===== config.mk =====
export PLATFORM = sky130hd
export DESIGN_NAME = demux1_4_4bit_buf
export DESIGN_NICKNAME = d
export VERILOG_FILES = /design/src/rtl/demux1_4_4bit_buf_pkg.sv /design/src/rtl/demux1_4_4bit_buf_lane_reg_4bit.sv /design/src/rtl/demux1_4_4bit_buf.sv
export SDC_FILE = /design/constraint.sdc
export NUM_CORES = 1
export LEC_CHECK = 0
export CAP_MARGIN = 20
export CORE_ASPECT_RATIO = 1.25
export CORE_UTILIZATION = 44
export CTS_BUF_LIST = sky130_fd_sc_hd__clkbuf_16
export DETAILED_ROUTE_END_ITERATION = 10
export PLACE_DENSITY = 0.8
export SLEW_MARGIN = 15
export SYNTH_ARGS = -nofsm -noshare
export SYNTH_HDL_FRONTEND = slang
export SYNTH_SLANG_ARGS = --single-unit

===== constraint.sdc =====
create_clock -name clk -period 4 [get_ports clk]
set_input_delay 0.8 -clock clk [delete_from_list [all_inputs] [get_ports clk]]
set_output_delay 0.8 -clock clk [all_outputs]
set_load 0.02 [all_outputs]

===== src/rtl/demux1_4_4bit_buf_pkg.sv =====
// ============================================================================
// Module      : demux1_4_4bit_buf_pkg
// Description : Lane-count, width and select constants shared by the nibble
//               distributor and the 4:1 nibble selector.
// Revision    : 1.0 - initial release
// ============================================================================
`default_nettype none

package demux1_4_4bit_buf_pkg;

   localparam int c_lanes = 4;
   localparam int c_width = 4;
   localparam int c_sel_w = 2;

   typedef logic [c_width-1:0] nibble_t;
   typedef logic [c_sel_w-1:0] sel_t;
   typedef logic [c_lanes-1:0] lane_mask_t;

   function automatic logic [2:0] popcount4(input lane_mask_t v);
      logic [2:0] sum;
      sum = 3'd0;
      for (int i = 0; i < c_lanes; i++) begin
         sum = sum + {2'b00, v[i]};
      end
      return sum;
   endfunction

endpackage

`default_nettype wire


===== src/rtl/demux1_4_4bit_buf_lane_reg_4bit.sv =====
// ============================================================================
// Module      : lane_reg_4bit
// Description : One output lane: valid flag plus data register, fill wins
//               over drain so a same-cycle drain+fill passes data through.
// Revision    : 1.0 - initial release
// ============================================================================
`default_nettype none

module lane_reg_4bit
   import demux1_4_4bit_buf_pkg::*;
#(
   parameter int WIDTH = c_width
) (
   input  logic             clk,
   input  logic             rst,
   input  logic             i_fill,
   input  logic             i_drain,
   input  logic [WIDTH-1:0] i_data,
   output logic             o_valid,
   output logic [WIDTH-1:0] o_data
);

   logic             r_valid;
   logic [WIDTH-1:0] r_data;

   // Draining an empty lane just keeps it empty, so i_drain needs no gating.
   always_ff @(posedge clk or posedge rst) begin
      if (rst) begin
         r_valid <= 1'b0;
         r_data  <= '0;
      end else if (i_fill) begin
         r_valid <= 1'b1;
         r_data  <= i_data;
      end else if (i_drain) begin
         r_valid <= 1'b0;
      end
   end

   assign o_valid = r_valid;
   assign o_data  = r_data;

endmodule

`default_nettype wire


===== src/rtl/demux1_4_4bit_buf.sv =====
// ============================================================================
// Module      : demux1_4_4bit_buf
// Description : Buffered 1-to-4 nibble distributor with per-lane valid/ready.
// Revision    : 1.0 - initial release
// ============================================================================
`default_nettype none

module demux1_4_4bit_buf
   import demux1_4_4bit_buf_pkg::*;
#(
   parameter int WIDTH = c_width,
   parameter int LANES = c_lanes
) (
   input  logic               clk,
   input  logic               rst,
   input  logic [WIDTH-1:0]   in_data,
   input  logic [c_sel_w-1:0] in_sel,
   input  logic               in_valid,
   output logic               in_ready,
   output logic [WIDTH-1:0]   out0,
   output logic [WIDTH-1:0]   out1,
   output logic [WIDTH-1:0]   out2,
   output logic [WIDTH-1:0]   out3,
   output logic [LANES-1:0]   out_valid,
   input  logic [LANES-1:0]   out_ready,
   output logic [2:0]         occupancy
);

   logic [LANES-1:0] w_v;
   logic [LANES-1:0] w_fill;
   logic [WIDTH-1:0] w_d [LANES];
   logic             w_accept;

   // Target lane is free if empty or being emptied this very cycle.
   assign in_ready = ~w_v[in_sel] | out_ready[in_sel];
   assign w_accept = in_valid & in_ready;
   assign w_fill   = w_accept ? (LANES'(1) << in_sel) : '0;

   generate
      for (genvar k = 0; k < LANES; k++) begin : g_lane
         lane_reg_4bit #(
            .WIDTH (WIDTH)
         ) u_lane (
            .clk     (clk),
            .rst     (rst),
            .i_fill  (w_fill[k]),
            .i_drain (out_ready[k]),
            .i_data  (in_data),
            .o_valid (w_v[k]),
            .o_data  (w_d[k])
         );
      end
   endgenerate

   assign out0      = w_d[0];
   assign out1      = w_d[1];
   assign out2      = w_d[2];
   assign out3      = w_d[3];
   assign out_valid = w_v;
   assign occupancy = popcount4(w_v);

endmodule

`default_nettype wire


==> metrics.yaml <==
outcome:
  status: "finished with violations"
  violations: "DRC"
logic_synthesis:
  ys_warn_count: 0
  synth_nets: 83
  yosysMostFrequentCell: "dfrtp_1"
  ys_async_sr_fraction_pct: 100
  syn_area_um2: 967
  synthFlopType: "dfrtp_1"
  syn_inst: 67
  synth_cell_types: 20
  seq_area_frac_synth_pct: 51.7
  synth.top_cells.by_count: "dfrtp_1 (20), mux2_4 (8), mux2_2 (7)"
  synth_top_area_cell: "dfrtp_1"
  synth_area_leaders: "dfrtp_1 (52%), mux2_4 (12%), mux2_2 (8.2%)"
  synth-seq-cells: 20
  synth-edff-count: 0
  synth.avg_cell_area_um2: 14.4
  synth_top_area_share_pct: 51.7
global_route:
  grt-busiest-layer: "met2"
  grt_pass1_wl_mm: 2.99
  grt_use_met3_pct: 5.61
  grt_use_met1_pct: 19.7
  grt_pass1_vias: 625
  grt_max_degree: 21
  grt_usage_pct: 18.6
  use_met2_pct: 32.3
  antenna_found_initial: 0
  gr-total-overflow: 0
clocking:
  cts-resized-gates: 0
  root_buffer: "clkbuf_16"
  cts.reportedPaths.clkPinSlew_ns: 0.05
  clkLatencyLatePin_ns: 0.25
  ctsHoldBuffers: 0
  clkSinkCount: 20
  cts_max_path_buffers: 2
  tritoncts: "built"
  post_cts_buffers: 0
  numCtsBuffers: 3
  h-tree-depth: 1
worst_setup_path:
  critPathLaunchType: "input pin"
  cp-end-kind: "output pin"
  startpoint: "in_sel[1]"
  critPathSlowestCell: "mux4_1"
  path_cells: "clkdlybuf4s50_1 -> mux4_1 -> clkdlybuf4s50_1"
  required_ns: 3.20
  arrival_ns: 2.44
  slowest_delay_ns: 0.55
  path_depth: 3
  rrSetupSlack_ns: 2.68
  r2r_cells: 3
  crit_family: "buffers and inverters"
  crit_type: "input pin to output pin"
  path_buf_inv: 2
  crit_end: "in_ready"
  r2r-start: "g_lane[3].u_lane.o_valid"
  reg2reg_to: "g_lane[3].u_lane.o_data[2]"
  cp_common_cell: "clkdlybuf4s50_1"
  cp_max_fo: 4
drt:
  wl_mm: 1.92
  drtIter0Drc: 5
  antenna_left: 0
  via_per_inst: 5.21
  dr.pass1.iters: 7
  drc: 4
  via_count: 631
  wl_per_cell_um: 15.9
place:
  post-dp-hpwl_mm: 1.42
  port_buffers: 36
  place_congestion: 0.735
  pre_cts_slack_ns: 0.754
timing:
  tns_ns: 0
  fin_worst_skew_ns: 0.00186
  fin_ws_ns: 0.756
  period_share_pct: 81.1
  maxSlewViolCount: 0
  worstMarginPinSlew_ns: 0.744
  finalCriticalPeriod_ns: 3.24
  relSlewSlack_pct: 50.4
  setup_viol: 0
  fmaxAchievable_mhz: 308
  rsz0062_at_grt: "false"
  hold_violations: 0
floorplan:
  core_mm2: 0.00203
  rows: 18
  ioPinCount: 37
  die-width_um: 43.9
  start_util_pct: 47.7
  die_y_um: 54.4
  die_area_mm2: 0.00239
power:
  ir_worst_vdd_mv: 0.468
  power_density_mw_per_mm2: 541
  p_leak_nw: 0.629
final_layout:
  nets: 118
  drive_gt1_share_pct: 21.8
  synthToLayoutAreaGrowth_pct: 45.3
  antenna_cells: 0
flow_run:
  maxCapViolations: 0
worst_hold_path:
  hold_path_class: "flop to flop"
[metrics by stage]
| stage | power [W] | hold slack [ns] | instance area, um2 | cells | utilization, % |
|---|---|---|---|---|---|
| global placement | 0.000489 | 0.475 | 1300 | 117 | 64.1 |
| CTS | 0.000767 | 0.487 | 1410 | 121 | 69.3 |
| global route | 0.000793 | 0.527 | 1410 | 121 | 69.3 |
| finish | 0.000760 | 0.487 | 1410 | 121 | 69.3 |
| detailed placement | 0.000496 | 0.479 | 1300 | 117 | 64.1 |
| floorplan | 0.000388 | 0.494 | 967 | 67 | - |
[logic make-up (layout without fill, tap and decap cells)]
kind of cell               after synthesis  after routing  share of synthesized area [%]
AOI/OAI and AO/OA                        2              2                           1.29
adders and majority gates                3              3                           4.66
buffers and inverters                   12             46                           7.76
DFF                                     20             20                           51.7
muxes                                   17             17                           24.5
and+or+nand+nor                         13             13                           10.1
[sequential cells by signal (all words and copies together), names as in the netlist]
register / cells
g_lane.u_lane.o_data: 16
g_lane.u_lane.o_valid: 4
[per-layer routing]
metal | wire (um) | vias to the layer above
li1 | - | 287
met1 | 744 | 312
met2 | 992 | 25
met3 | 132 | 7
met4 | 54 | 0
met5 | 0 | -
[cell usage in the layout, fill, tap and decap left out]
cell type,n
and3_1,1
and4_1,1
bufinv_16,1
clkbuf_16,3
clkdlybuf4s50_1,36
dfrtp_1,20
fa_1,1
ha_1,2
inv_1,6
mux2_1,1
mux2_2,7
mux2_4,8
mux4_1,1
nand2_1,4
nand2b_1,3
nand2b_4,1
nand3b_1,1
nor2b_2,1
nor3b_4,1
o21ai_0,1
o21bai_1,1
[worst min path at each step]
stage / from / end / slack, ns / cells past startpoint
floorplan: g_lane[1].u_lane.o_valid / g_lane[1].u_lane.o_valid / 0.49 / 2
global placement: g_lane[2].u_lane.o_data[2] / g_lane[2].u_lane.o_data[2] / 0.48 / 1
detailed placement: g_lane[2].u_lane.o_data[2] / g_lane[2].u_lane.o_data[2] / 0.48 / 1
CTS: g_lane[2].u_lane.o_data[2] / g_lane[2].u_lane.o_data[2] / 0.49 / 1
global route: g_lane[2].u_lane.o_data[0] / g_lane[2].u_lane.o_data[0] / 0.53 / 1
finish: g_lane[2].u_lane.o_data[2] / g_lane[2].u_lane.o_data[2] / 0.49 / 1
[layout make-up]
cell class | instances | area [um2]
repair buffers | 36 | 360
flip-flops and latches | 20 | 500
fillers | 154 | 622
inverters | 6 | 22.5
clock buffers | 3 | 75.1
multi-input cells | 35 | 392
well taps | 20 | 25.0
clock inverters | 1 | 30.0
[worst reg2reg max path: stages, from the launching register on]
cell      delay [ns]
dfrtp_1         0.41
nand2b_4        0.08
and4_1          0.38
mux2_4          0.33
[where the power goes]
group          leakage, nW  total, W  internal (W)  switching [W]
clock network       0.0511  0.000267      0.000198      0.0000690
logic                0.336  0.000229      0.000127       0.000102
registers            0.242  0.000264      0.000240      0.0000235
total                0.629  0.000760      0.000566       0.000194
(Power assumes the default switching activity.)
